[src/rtl/dht11_pkg.sv]
// Shared constants, FSM encoding and BCD helper for the DHT11 polling block.
package dht11_pkg;

    // Defaults at a 50 MHz system clock: 2 s between requests, 30 ms to answer.
    localparam int unsigned DEF_POLL_CYCLES    = 100_000_000;
    localparam int unsigned DEF_TIMEOUT_CYCLES = 1_500_000;

    // Plausibility limits for the integer bytes reported by the sensor.
    localparam logic [7:0] TEMP_MAX = 8'd50;
    localparam logic [7:0] HUM_MAX  = 8'd99;

    // One shift per input bit of the binary-to-BCD converter.
    localparam int unsigned BCD_ITER = 8;

    typedef enum logic [2:0] {
        ST_IDLE        = 3'd0,
        ST_REQ         = 3'd1,
        ST_WAIT_DONE   = 3'd2,
        ST_CONVERT     = 3'd3,
        ST_UPDATE      = 3'd4,
        ST_WAIT_PERIOD = 3'd5
    } state_t;

    // Double-dabble correction: add 3 to every BCD digit that is 5 or more,
    // so that the following left shift carries correctly into the next digit.
    function automatic logic [11:0] bcd_add3(input logic [11:0] v);
        logic [11:0] r;
        r = v;
        for (int i = 0; i < 3; i++) begin
            if (r[i*4 +: 4] >= 4'd5) begin
                r[i*4 +: 4] = r[i*4 +: 4] + 4'd3;
            end
        end
        return r;
    endfunction

endpackage

[src/rtl/bin2bcd8.sv]
// Iterative 8-bit binary to 3-digit BCD converter (shift-and-add-3).
// start loads the operand; eight shift cycles later done pulses for one cycle
// and bcd holds the result until the next start.
module bin2bcd8
    import dht11_pkg::*;
(
    input  logic        clk,
    input  logic        rst,
    input  logic        start,
    input  logic [7:0]  bin,
    output logic        busy,
    output logic        done,
    output logic [11:0] bcd
);

    logic [19:0] sh_q, sh_d;
    logic [3:0]  cnt_q, cnt_d;
    logic        busy_q, busy_d;
    logic        done_q, done_d;
    logic [11:0] adj;

    // Load on start, otherwise run one correct-and-shift step per busy cycle.
    always_comb begin
        sh_d   = sh_q;
        cnt_d  = cnt_q;
        busy_d = busy_q;
        done_d = 1'b0;
        adj    = bcd_add3(sh_q[19:8]);
        if (start) begin
            sh_d   = {12'd0, bin};
            cnt_d  = 4'd0;
            busy_d = 1'b1;
        end else if (busy_q) begin
            sh_d  = {adj[10:0], sh_q[7:0], 1'b0};
            cnt_d = cnt_q + 4'd1;
            if (cnt_q == 4'(BCD_ITER - 1)) begin
                busy_d = 1'b0;
                done_d = 1'b1;
            end
        end
    end

    // Converter state registers.
    always_ff @(posedge clk or posedge rst) begin
        if (rst) begin
            sh_q   <= '0;
            cnt_q  <= '0;
            busy_q <= 1'b0;
            done_q <= 1'b0;
        end else begin
            sh_q   <= sh_d;
            cnt_q  <= cnt_d;
            busy_q <= busy_d;
            done_q <= done_d;
        end
    end

    assign busy = busy_q;
    assign done = done_q;
    assign bcd  = sh_q[19:8];

endmodule

[src/rtl/dht11_poll.sv]
// Periodic DHT11 poller: issues a request every POLL_CYCLES while enabled,
// validates the answer, converts temperature and humidity to BCD and reports
// accepted samples; rejected answers and timeouts bump a saturating counter.
module dht11_poll
    import dht11_pkg::*;
#(
    parameter int unsigned POLL_CYCLES    = DEF_POLL_CYCLES,
    parameter int unsigned TIMEOUT_CYCLES = DEF_TIMEOUT_CYCLES
) (
    input  logic        sys_clk,
    input  logic        rst,
    input  logic        enable,
    output logic        dht11_req,
    input  logic        dht11_done,
    input  logic        dht11_error,
    input  logic [7:0]  tempH,
    input  logic [7:0]  tempL,
    input  logic [7:0]  humidityH,
    input  logic [7:0]  humidityL,
    output logic [7:0]  temp_int,
    output logic [7:0]  hum_int,
    output logic [11:0] temp_bcd,
    output logic [11:0] hum_bcd,
    output logic        data_valid,
    output logic        sample_stb,
    output logic        timeout_stb,
    output logic [7:0]  fail_cnt
);

    state_t            state_q, state_d;
    logic [31:0]       period_q, period_d;
    logic [7:0]        fail_cnt_q, fail_cnt_d;
    logic [1:0][7:0]   cap_q, cap_d;        // [0] temperature, [1] humidity
    logic [7:0]        temp_int_q, temp_int_d;
    logic [7:0]        hum_int_q, hum_int_d;
    logic [11:0]       temp_bcd_q, temp_bcd_d;
    logic [11:0]       hum_bcd_q, hum_bcd_d;
    logic              data_valid_q, data_valid_d;

    logic              sample_good;
    logic              timeout_hit;
    logic              poll_due;
    logic              conv_start;
    logic              conv_done;
    logic              conv_busy;
    logic [1:0]        conv_busy_w;
    logic [1:0]        conv_done_w;
    logic [1:0][11:0]  conv_bcd;

    // The DHT11 fractional bytes are always zero and carry no information.
    logic              unused_frac;
    assign unused_frac = ^{tempL, humidityL};

    assign sample_good = dht11_done && !dht11_error &&
                         (tempH <= TEMP_MAX) && (humidityH <= HUM_MAX);
    // period_q counts cycles since the last request (1 in the cycle after REQ).
    assign timeout_hit = (period_q >= TIMEOUT_CYCLES);
    assign poll_due    = (period_q >= POLL_CYCLES - 1);
    assign conv_done   = &conv_done_w;
    assign conv_busy   = |conv_busy_w;

    // Temperature and humidity converters run in lockstep from the captured bytes.
    generate
        for (genvar gi = 0; gi < 2; gi++) begin : g_conv
            bin2bcd8 u_bcd (
                .clk   (sys_clk),
                .rst   (rst),
                .start (conv_start),
                .bin   (cap_q[gi]),
                .busy  (conv_busy_w[gi]),
                .done  (conv_done_w[gi]),
                .bcd   (conv_bcd[gi])
            );
        end
    endgenerate

    // FSM state register.
    always_ff @(posedge sys_clk or posedge rst) begin
        if (rst) begin
            state_q <= ST_IDLE;
        end else begin
            state_q <= state_d;
        end
    end

    // FSM next-state logic; a done pulse beats a coincident timeout.
    always_comb begin
        state_d = state_q;
        unique case (state_q)
            ST_IDLE:        if (enable) state_d = ST_REQ;
            ST_REQ:         state_d = ST_WAIT_DONE;
            ST_WAIT_DONE: begin
                if (dht11_done) begin
                    state_d = sample_good ? ST_CONVERT : ST_WAIT_PERIOD;
                end else if (timeout_hit) begin
                    state_d = ST_WAIT_PERIOD;
                end
            end
            ST_CONVERT:     if (conv_done) state_d = ST_UPDATE;
            ST_UPDATE:      state_d = ST_WAIT_PERIOD;
            ST_WAIT_PERIOD: begin
                if (!enable) begin
                    state_d = ST_IDLE;
                end else if (poll_due) begin
                    state_d = ST_REQ;
                end
            end
            default:        state_d = ST_IDLE;
        endcase
    end

    // FSM outputs: strobes and the converter kick (first CONVERT cycle only).
    always_comb begin
        dht11_req   = (state_q == ST_REQ);
        sample_stb  = (state_q == ST_UPDATE);
        timeout_stb = (state_q == ST_WAIT_DONE) && !dht11_done && timeout_hit;
        conv_start  = (state_q == ST_CONVERT) && !conv_busy && !conv_done;
    end

    // Datapath next values: period counter, failure counter, capture and results.
    always_comb begin
        period_d     = period_q;
        fail_cnt_d   = fail_cnt_q;
        cap_d        = cap_q;
        temp_int_d   = temp_int_q;
        hum_int_d    = hum_int_q;
        temp_bcd_d   = temp_bcd_q;
        hum_bcd_d    = hum_bcd_q;
        data_valid_d = data_valid_q;

        if (state_q == ST_IDLE) begin
            period_d = '0;
        end else if (state_q == ST_REQ) begin
            period_d = 32'd1;
        end else if (period_q != '1) begin
            period_d = period_q + 32'd1;
        end

        if (state_q == ST_WAIT_DONE) begin
            if (sample_good) begin
                cap_d[0] = tempH;
                cap_d[1] = humidityH;
            end
            if (((dht11_done && !sample_good) || (!dht11_done && timeout_hit)) &&
                (fail_cnt_q != 8'hFF)) begin
                fail_cnt_d = fail_cnt_q + 8'd1;
            end
        end

        // Results load on entry to UPDATE so they are valid alongside sample_stb.
        if ((state_q == ST_CONVERT) && conv_done) begin
            temp_int_d   = cap_q[0];
            hum_int_d    = cap_q[1];
            temp_bcd_d   = conv_bcd[0];
            hum_bcd_d    = conv_bcd[1];
            data_valid_d = 1'b1;
        end
    end

    // Datapath registers.
    always_ff @(posedge sys_clk or posedge rst) begin
        if (rst) begin
            period_q     <= '0;
            fail_cnt_q   <= '0;
            cap_q        <= '0;
            temp_int_q   <= '0;
            hum_int_q    <= '0;
            temp_bcd_q   <= '0;
            hum_bcd_q    <= '0;
            data_valid_q <= 1'b0;
        end else begin
            period_q     <= period_d;
            fail_cnt_q   <= fail_cnt_d;
            cap_q        <= cap_d;
            temp_int_q   <= temp_int_d;
            hum_int_q    <= hum_int_d;
            temp_bcd_q   <= temp_bcd_d;
            hum_bcd_q    <= hum_bcd_d;
            data_valid_q <= data_valid_d;
        end
    end

    assign temp_int   = temp_int_q;
    assign hum_int    = hum_int_q;
    assign temp_bcd   = temp_bcd_q;
    assign hum_bcd    = hum_bcd_q;
    assign data_valid = data_valid_q;
    assign fail_cnt   = fail_cnt_q;

endmodule

[config.mk]
export PLATFORM = sky130hd
export DESIGN_NAME = dht11_poll
export DESIGN_NICKNAME = d
export VERILOG_FILES = /design/src/rtl/dht11_pkg.sv /design/src/rtl/bin2bcd8.sv /design/src/rtl/dht11_poll.sv
export SDC_FILE = /design/constraint.sdc
export NUM_CORES = 1
export LEC_CHECK = 0
export BUFFER_PORTS_ARGS = -buffer_cell sky130_fd_sc_hd__buf_4
export CORE_UTILIZATION = 45
export CTS_CLUSTER_DIAMETER = 150
export CTS_CLUSTER_SIZE = 8
export DETAILED_ROUTE_END_ITERATION = 16
export HOLD_SLACK_MARGIN = 0.12
export PLACE_DENSITY = 0.62
export SLEW_MARGIN = 5
export SYNTH_ARGS = -nofsm -noshare
export SYNTH_HDL_FRONTEND = slang
export SYNTH_SLANG_ARGS = --single-unit
[constraint.sdc]
create_clock -name sys_clk -period 6.5 [get_ports sys_clk]
set_input_delay 0 -clock sys_clk [delete_from_list [all_inputs] [get_ports sys_clk]]
set_output_delay 0 -clock sys_clk [all_outputs]
set_load 0.05 [all_outputs]
==> results of run 1 <==
[critical path, stage by stage, from the launching register on]
cell	delay, ps
dfrtp_1	440
nand4_1	350
or3_1	470
o41ai_2	780
o21ai_0	220
a21oi_1	170
[layout make-up]
| type | instances | area share |
|---|---|---|
| tap | 216 | 0.03030 |
| clock inverter | 14 | 0.02189 |
| timing repair buffer | 93 | 0.08249 |
| inverter | 21 | 0.009400 |
| sequential | 152 | 0.4265 |
| multi-input combinational | 496 | 0.3802 |
| clock buffer | 18 | 0.04924 |
[metrics by stage]
stage               setup WS, ps  utilization  power [W]  instance area, um^2  cells
finish                      3987       0.5574   0.003187                 8919   1010
global route                3788       0.5574   0.003398                 8919   1010
CTS                         4012       0.5574   0.003231                 8919   1010
detailed placement          3997       0.5084   0.002157                 8134    963
global placement            4131       0.5084   0.002106                 8134    963
floorplan                   2407            -   0.001932                 7427    701
[kinds of logic (layout without fill, tap and decap cells)]
| kind of cell | after synthesis | after routing |
|---|---|---|
| mux | 73 | 73 |
| simple gates | 254 | 254 |
| buf+inv | 53 | 146 |
| compound gates | 131 | 131 |
| flops | 152 | 152 |
| xor+xnor | 21 | 21 |
| fa+ha+maj | 17 | 17 |
[routing by layer]
| layer | routed length, um | track usage |
|---|---|---|
| met4 | 133 | 0.08587 |
| met1 | 6906 | 0.2448 |
| met2 | 7818 | 0.3251 |
| met5 | 0 | 0 |
| met3 | 305 | 0.03461 |
[flip-flops by register name (all words and copies together), names as in the netlist, 2 cells and up]
name                cells
temp_bcd               12
g_conv.u_bcd.cnt_q      8
cap_q                  16
g_conv.u_bcd.busy       2
fail_cnt                8
hum_int                 8
temp_int                8
hum_bcd                12
period_q               32
g_conv.u_bcd.sh_q      40
state_q                 3
g_conv.u_bcd.done       2
[report_power, final]
part	switching, W	internal, W	total (W)
clock	0.000393	0.000656	0.00105
combinational	0.000508	0.000347	0.000855
sequential	0.000178	0.00110	0.00128
total	0.00108	0.00211	0.00319
[path summary, 6_finish.rpt]
check	from	endpoint	slack, ps	depth (start not counted)
hold reg to reg	data_valid	data_valid	480	1
setup / recovery	period_q[8]	period_q[15]	3990	5
setup reg to reg	period_q[8]	period_q[15]	3990	5
hold / removal	dht11_done	state_q[0]	160	5
max in group asynchronous	rst	cap_q[3]	4810	4
min in group asynchronous	rst	fail_cnt[1]	230	3
[placed cells by master (no fill, tap or decap), drive strengths merged, types with 10 or more instances in the layout]
| cell type | count |
|---|---|
| a21oi | 36 |
| buf | 78 |
| clkbuf | 18 |
| dfrtp | 152 |
| dlygate4sd3 | 15 |
| ha | 17 |
| inv | 24 |
| mux2 | 55 |
| mux2i | 18 |
| nand2 | 85 |
| nand2b | 13 |
| nand3 | 22 |
| nand4 | 18 |
| nor2 | 30 |
| nor3 | 10 |
| nor3b | 10 |
| o21ai | 52 |
| o31ai | 10 |
| or3 | 23 |
| xnor2 | 14 |
==> flow_summary.toml, run 1 <==
[synthesis]
synth_cell_types = 62
synth_simple_gate_area_share = 0.1835
synth.area.top_cells = "dfrtp_1, mux2_2, nand2_1"
synth_top_family_by_area = "simple AND/OR/NAND/NOR gates"
ys_seq_area_frac = 0.5121
yosys_warnings = 0
synth_compound_area_frac = 0.1075
syn_area_um2 = 7427
synth_top_cell_area_share = 0.5121
ys.flop_type = "dfrtp_1"
ys_ff_latch = 152
syn-instance-count = 701
synth_edf_count = 0
syn_area_per_cell_um2 = 10.60
synth_fa_ha_area_frac = 0.02864
synth_xor_area_frac = 0.02476
synth_mux_area_frac = 0.1112
ys_async_sr_fraction = 1.000
synth_nets = 755
yosysTopAreaCell = "dfrtp_1"
synthTopCellsByCount = "dfrtp_1, nand2_1, o21ai_0"
synth_most_common_cell = "dfrtp_1"

[finish]
fillers = 1409
register_area_um2 = 3804
fin_nets = 835
antennaDiodeCount = 0
syn_to_final_growth_pct = 20.08
multi_input_area_um2 = 3391
drive_above_1_share = 0.2330

[place]
place_hpwl_um = 10300
place_congestion = 0.8428
numPortBuffers = 72

[power]
power_density_nw_per_um2 = 357.4
ir_drop_mv = 0.2450
p_leak_nw = 4.165

[route]
wl_per_cell_um = 15.01
vias_per_cell = 5.409
drtIter0Drc = 276
drc = 0
first_pass_iters = 4
vias = 5463
ant_nets = 0
wirelength_um = 15170

[grt]
grt_pass1_wl_um = 25610
antenna_found_initial = 0
grt_pass1_vias = 5339
overflow = 0
grt_use_total = 0.1934
grt_max_degree = 79

[setup_path]
cp-start-kind = "register"
arrival_ps = 2850
cp-end-kind = "register"
path_class = "register to register"
path_max_fanout = 12
required_ps = 6840

[clock_network]
clkTransAtPathRegs_ps = 60
clockBufferDepth = 2
ctsHtreeMaxLevel = 4
root_buffer = "clkbuf_16"
cts_resized = 0
clock-sinks = 152
cts_buffers = 17
cts_tree = "done"
post_cts_buffers = 0
cts-hold-fix-buffers = 15
clock_latency_ps = 420

[timing]
max-slew-margin-rel = 0.3526
maxSlewViolCount = 0
skew_ps = 12.33
hold_violations = 0
min_period_over_period = 0.3866
min_period_ps = 2513
rsz0062_at_grt = "false"
worstMarginPinSlew_ps = 960.6
max_freq_ghz = 0.3980
fin_hold_ws_ps = 160.5
setup_tns_ps = 0
setup_viol = 0

[die]
core_area_um2 = 16000
fp.dieW_um = 130.5
die_area_um2 = 17020
io_pins = 89
rows = 46
start_util = 0.4642
die_y_um = 130.5

[job]
drv_cap = 0

[hold_path]
hold_class = "input pin to register"

[run_status]
status = "complete, no violations"
Power figures use the tool's default switching activity.
==> run 2, diff against run 1 <==
==> constraint.sdc (replaced) <==
create_clock -name sys_clk -period 2.51 [get_ports sys_clk]
set_input_delay 0 -clock sys_clk [delete_from_list [all_inputs] [get_ports sys_clk]]
set_output_delay 0 -clock sys_clk [all_outputs]
set_load 0.05 [all_outputs]
==> run 2 against run 1 <==
Register-to-register slack lost 3800 ps. Non-clock buffer count grew 13. Clock skew shrank 1.7 ps. Clock power grew 120%. First-iteration DRC count grew 9.8%. Critical endpoint is now fail_cnt[1]. Final area grew 0.21%. Global-route usage grew 0.14 points. Fmax grew 9.1%. Final cell count grew 1.3%. Die area is the same. Sequential power grew to 2.6 times the previous value. Largest power group unchanged.
==> flow_summary.toml, run 2 (same netlist as run 1, synthesis figures left out) <==
[run_status]
status = "complete, no violations"

[die]
core_area_um2 = 16000
fp.dieW_um = 130.5
start_util = 0.4642
io_pins = 89
die_y_um = 130.5
die_area_um2 = 17020
rows = 46

[timing]
worstMarginPinSlew_ps = 878.3
setup_slack_ps = 207.9
rsz0062_at_grt = "false"
max_freq_ghz = 0.4344
maxSlewViolCount = 0
setup_tns_ps = 0
min_period_ps = 2302
fin_hold_ws_ps = 167.5
max-slew-margin-rel = 0.4145
skew_ps = 10.68
min_period_over_period = 0.9172
setup_viol = 0
hold_violations = 0

[place]
place_congestion = 0.8754
placed_cells = 976
numPortBuffers = 72
place_ws_ps = 284.4
place_hpwl_um = 10690

[grt]
grt_pass1_wl_um = 25940
grt_max_degree = 73
antenna_found_initial = 0
overflow = 0
grt_pass1_vias = 5403
grt_use_total = 0.1948

[finish]
syn_to_final_growth_pct = 20.33
largest-register = "g_conv.u_bcd.sh_q"
multi_input_area_um2 = 3391
register_area_um2 = 3804
drive_above_1_share = 0.2429
fin_util = 0.5586
antennaDiodeCount = 0
fillers = 1425
reg_top3 = "g_conv.u_bcd.sh_q x40, period_q x32, cap_q x16"
mostFrequentLayoutCell = "dfrtp_1"
largest_reg_flops = 40
fin_nets = 848
layout_common_cells = "dfrtp_1, buf_4, nand2_1"
stdcell_count = 1023

[setup_path]
critical_path_depth = 5
cp_top_family = "simple AND/OR/NAND/NOR gates"
slowest_stage = "a2111o_1"
arrival_ps = 2610
path_buf_inv = 0
required_ps = 2810
reg2reg_from = "period_q[29]"
cp-end-kind = "register"
crit_start = "period_q[29]"
cp_cell_sequence = "nor4_1, nand4b_1, a2111o_1, nand3_1, mux2_2"
reg2reg_depth = 5
critPathMaxStageDelay_ps = 550
cp-start-kind = "register"
path_class = "register to register"
path_max_fanout = 7

[route]
drc = 0
wirelength_um = 15500
vias_per_cell = 5.379
first_pass_iters = 5
ant_nets = 0
wl_per_cell_um = 15.15
drtIter0Drc = 303
vias = 5503

[clock_network]
clkTransAtPathRegs_ps = 70
cts_tree = "done"
clock-sinks = 152
post_cts_buffers = 0
ctsHtreeMaxLevel = 4
clockBufferDepth = 2
cts_resized = 0
root_buffer = "clkbuf_16"
clock_latency_ps = 420
cts_buffers = 17

[hold_path]
hold_path_startpoint = "dht11_done"
hold_class = "input pin to register"
min_path_cells = 5

[power]
power_density_nw_per_um2 = 883.7
ir_drop_mv = 0.5025
p_leak_nw = 4.162

[job]
drv_cap = 0
==> run 2: cell types whose count changed in the layout (fill, tap and decap cells not counted) <==
| cell | previous run | this run |
|---|---|---|
| bufinv_16 | 4 | 0 |
| buf_12 | 0 | 2 |
| clkinvlp_4 | 1 | 7 |
| clkinv_2 | 3 | 2 |
| clkinv_4 | 3 | 2 |
| clkbuf_1 | 0 | 2 |
| inv_6 | 4 | 3 |
| buf_4 | 78 | 89 |
| clkbuf_8 | 1 | 0 |
==> run 2: final cells by class <==
type | instances | share of cell area
Clock buffer | 19 | 0.04844
Clock inverter | 13 | 0.01106
Inverter | 21 | 0.009240
Multi-Input combinational cell | 496 | 0.3794
Sequential cell | 152 | 0.4256
Tap cell | 216 | 0.03024
Timing Repair Buffer | 106 | 0.09604
==> run 2: power by group <==
part / internal (W) / leakage (nW) / switching, W
registers: 0.00286 / 2.07 / 0.000437
logic: 0.000946 / 1.85 / 0.00136
clock network: 0.00127 / 0.242 / 0.00102
==> run 2: what timing repair did <==
item / 4_1_cts / 5_1_grt
setup endpoints to repair: 0 / 0
hold buffers: 15 / 0
endpoints found under the hold margin: 39 / 0
==> run 2: worst min-delay path: cells and delay by family <==
kind | cells | cell delay, ps
compound gates | 1 | 60
buf+inv | 1 | 90
simple gates | 3 | 390
==> run 2: path summary, 6_finish.rpt <==
kind                                            end  slack, ps
max in group asynchronous  g_conv[1].u_bcd.sh_q[17]       1500
hold / removal                           state_q[0]        170
setup reg to reg                        fail_cnt[1]        210
hold reg to reg                g_conv[0].u_bcd.done        460
setup / recovery                        fail_cnt[1]        210
min in group asynchronous               temp_int[1]        220
==> run 2: layer usage <==
metal | vias up | global-route usage | wire length, um
met5 | - | 0 | 0
met4 | 0 | 0.06626 | 123
met3 | 12 | 0.03339 | 475
met2 | 96 | 0.3345 | 7974
met1 | 2711 | 0.2498 | 6925
li1 | 2684 | - | -
==> run 2: per-stage QoR <==
stage	cell area, um^2	power, W
2_1_floorplan	7431	0.005004
3_3_place_gp	8255	0.005522
3_5_place_dp	8255	0.005654
4_1_cts	8937	0.007993
5_1_grt	8937	0.008419
6_report	8937	0.007898
==> run 3, diff against run 2 <==
--- a/config.mk
+++ b/config.mk
@@ -5,13 +5,15 @@
 export SDC_FILE = /design/constraint.sdc
 export NUM_CORES = 1
 export LEC_CHECK = 0
+export ABC_AREA = 1
 export BUFFER_PORTS_ARGS = -buffer_cell sky130_fd_sc_hd__buf_4
 export CORE_UTILIZATION = 45
 export CTS_CLUSTER_DIAMETER = 150
 export CTS_CLUSTER_SIZE = 8
 export DETAILED_ROUTE_END_ITERATION = 16
 export HOLD_SLACK_MARGIN = 0.12
-export PLACE_DENSITY = 0.62
+export PLACE_DENSITY_LB_ADDON = 0.15
+export SKIP_LAST_GASP = 1
 export SLEW_MARGIN = 5
 export SYNTH_ARGS = -nofsm -noshare
 export SYNTH_HDL_FRONTEND = slang
==> run 3 against run 2 <==
Core utilization fell by 0.33 points. Final cell count rose by 24%. Clock skew rose by 2.4 ps. Sequential share of layout area fell by 1.1 points. Fmax rose by 14%. Flip-flop and latch count did not move. Global-route usage rose by 3.0 points. Critical path type unchanged. Register-to-register slack improved by 280 ps. Wire length rose by 17%.
==> flow_summary.toml, run 3 <==
[run_status]
status = "complete, no violations"

[synthesis]
ys_ff_latch = 152
synth_most_common_cell = "nand2_1"
yosys_warnings = 0
synth_nets = 986
syn-instance-count = 932
synth_cell_types = 40
synth.area.top_cells = "dfrtp_1, nand2_1, o21ai_0"
ys.flop_type = "dfrtp_1"
yosysTopAreaCell = "dfrtp_1"
ys_async_sr_fraction = 1.000
synth_top_cell_area_share = 0.5022
synthTopCellsByCount = "nand2_1, dfrtp_1, inv_1"
syn_area_per_cell_um2 = 8.126
synth_edf_count = 0
ys_seq_area_frac = 0.5022
syn_area_um2 = 7574

[timing]
rsz0062_at_grt = "false"
setup_tns_ps = 0
setup_viol = 0
maxSlewViolCount = 0
max-slew-margin-rel = 0.4313
max_freq_ghz = 0.4938
skew_ps = 13.09
min_period_over_period = 0.8069
min_period_ps = 2025
worstMarginPinSlew_ps = 851.3
hold_violations = 0

[die]
rows = 47
die_area_um2 = 17350
die_y_um = 131.7
core_area_um2 = 16520
io_pins = 89
fp.dieW_um = 131.7
start_util = 0.4583

[setup_path]
required_ps = 2860
reg2reg_depth = 7
path_max_fanout = 7
crit_start = "period_q[17]"
arrival_ps = 2380
path_class = "register to register"
reg2reg_from = "period_q[17]"
cp-end-kind = "register"
reg2reg_to = "state_q[0]"
cp-start-kind = "register"
rrSetupSlack_ps = 480

[place]
place_hpwl_um = 12590
place_congestion = 0.8638
numPortBuffers = 72

[clock_network]
clock-sinks = 152
cts_buffers = 17
cts_resized = 0
clockBufferDepth = 2
ctsHtreeMaxLevel = 4
clock_latency_ps = 430
clkTransAtPathRegs_ps = 70
cts_tree = "done"
root_buffer = "clkbuf_16"

[route]
vias = 6410
drtIter0Drc = 510
wirelength_um = 18180
wl_per_cell_um = 14.38
first_pass_iters = 5
vias_per_cell = 5.071
ant_nets = 0
drc = 0

[grt]
grt_use_total = 0.2245
grtUsageMet2 = 0.3601
grt_use_met3 = 0.04652
grt_max_degree = 72
gr-usage-met1 = 0.3087
overflow = 0
grt_pass1_wl_um = 31040
grt_pass1_vias = 6226
busiest_layer = "met2"
antenna_found_initial = 0

[hold_path]
hold_path_startpoint = "humidityH[7]"
hold_end = "state_q[2]"
min_path_cells = 7
hold_class = "input pin to register"

[finish]
antennaDiodeCount = 0
syn_to_final_growth_pct = 21.15
largest-register = "g_conv.u_bcd.sh_q"
mostFrequentLayoutCell = "nand2_1"
drive_above_1_share = 0.1504
layout_common_cells = "nand2_1, dfrtp_1, inv_1"
largest_reg_flops = 40
fin_nets = 1085
reg_top3 = "g_conv.u_bcd.sh_q x40, period_q x32, cap_q x16"

[power]
ir_drop_mv = 0.5266
design_power_total_w = 0.008911
power_density_nw_per_um2 = 971.2
p_leak_nw = 4.445

[job]
drv_cap = 0
-- run 3: cell count changes after synthesis, moves of 18 or more --
cell	previous run	this run
mux2_2	48	0
nand3_1	22	67
nor2_1	30	94
or3_1	23	0
a21oi_1	36	16
inv_1	21	107
mux2i_1	18	0
nand2_1	85	235
o21ai_0	51	89
-- run 3: kinds of logic after synthesis --
family                     count (synthesis)  synth area share
xor gates and xnor gates                  12           0.01388
DFF                                      152            0.5022
AOI/OAI and AO/OA                        158            0.1194
and+or+nand+nor                          455            0.2632
adders and majority gates                 17           0.02808
buffers and inverters                    138           0.07319
-- run 3: how the worst max path moves through the flow --
| stage | end | slack [ps] | depth (start not counted) |
|---|---|---|---|
| 2_1_floorplan | state_q[2] | 370 | 5 |
| 3_3_place_gp | period_q[2] | 660 | 9 |
| 3_5_place_dp | period_q[2] | 580 | 9 |
| 4_1_cts | state_q[0] | 490 | 7 |
| 5_1_grt | state_q[0] | 380 | 7 |
| 6_report | state_q[0] | 480 | 7 |
-- run 3: power by group --
group / internal [W] / total (W) / switching [W]
Sequential: 0.00302 / 0.00341 / 0.000391
Clock: 0.00142 / 0.00252 / 0.00111
Combinational: 0.00101 / 0.00297 / 0.00196
Total: 0.00545 / 0.00891 / 0.00346
-- run 3: critical path, stage by stage (launching register included) --
cell	delay, ps
dfrtp_1	490
nand2_1	150
nor3_1	190
nand3_1	200
nand3_1	180
nand2_1	60
dlygate4sd3_1	550
a31oi_1	140
-- run 3: area by class of cell --
| class | instances | area [um^2] |
|---|---|---|
| Clock buffer | 18 | 439.2 |
| Timing Repair Buffer | 106 | 875.8 |
| Inverter | 112 | 424.2 |
| Tap cell | 220 | 275.3 |
| Multi-Input combinational cell | 642 | 3218 |
| Sequential cell | 152 | 3804 |
| Clock inverter | 14 | 138.9 |
| Fill cell | 1535 | 7350 |
-- run 3: layer usage --
metal	part of all wire	wire length, um	vias up
met4	0.011	198	0
met1	0.49	8827	3036
met3	0.033	599	15
met5	0	0	-
li1	-	-	3242
met2	0.47	8550	117
-- run 3: timing repair --
action                    CTS  global route
hold buffers               17             0
hold endpoints to repair   49             0
buffers inserted            0             0
-- run 3: stage by stage --
step           area, um^2  instances  hold slack [ps]  setup WS (ps)    util
2_1_floorplan        7577        932            121.0          372.3       -
3_3_place_gp         8427       1215            204.9          657.1  0.5100
3_5_place_dp         8427       1215            214.9          581.1  0.5100
4_1_cts              9175       1264            245.9          493.9  0.5552
5_1_grt              9175       1264            295.7          375.6  0.5552
6_report             9175       1264            259.1          484.8  0.5552
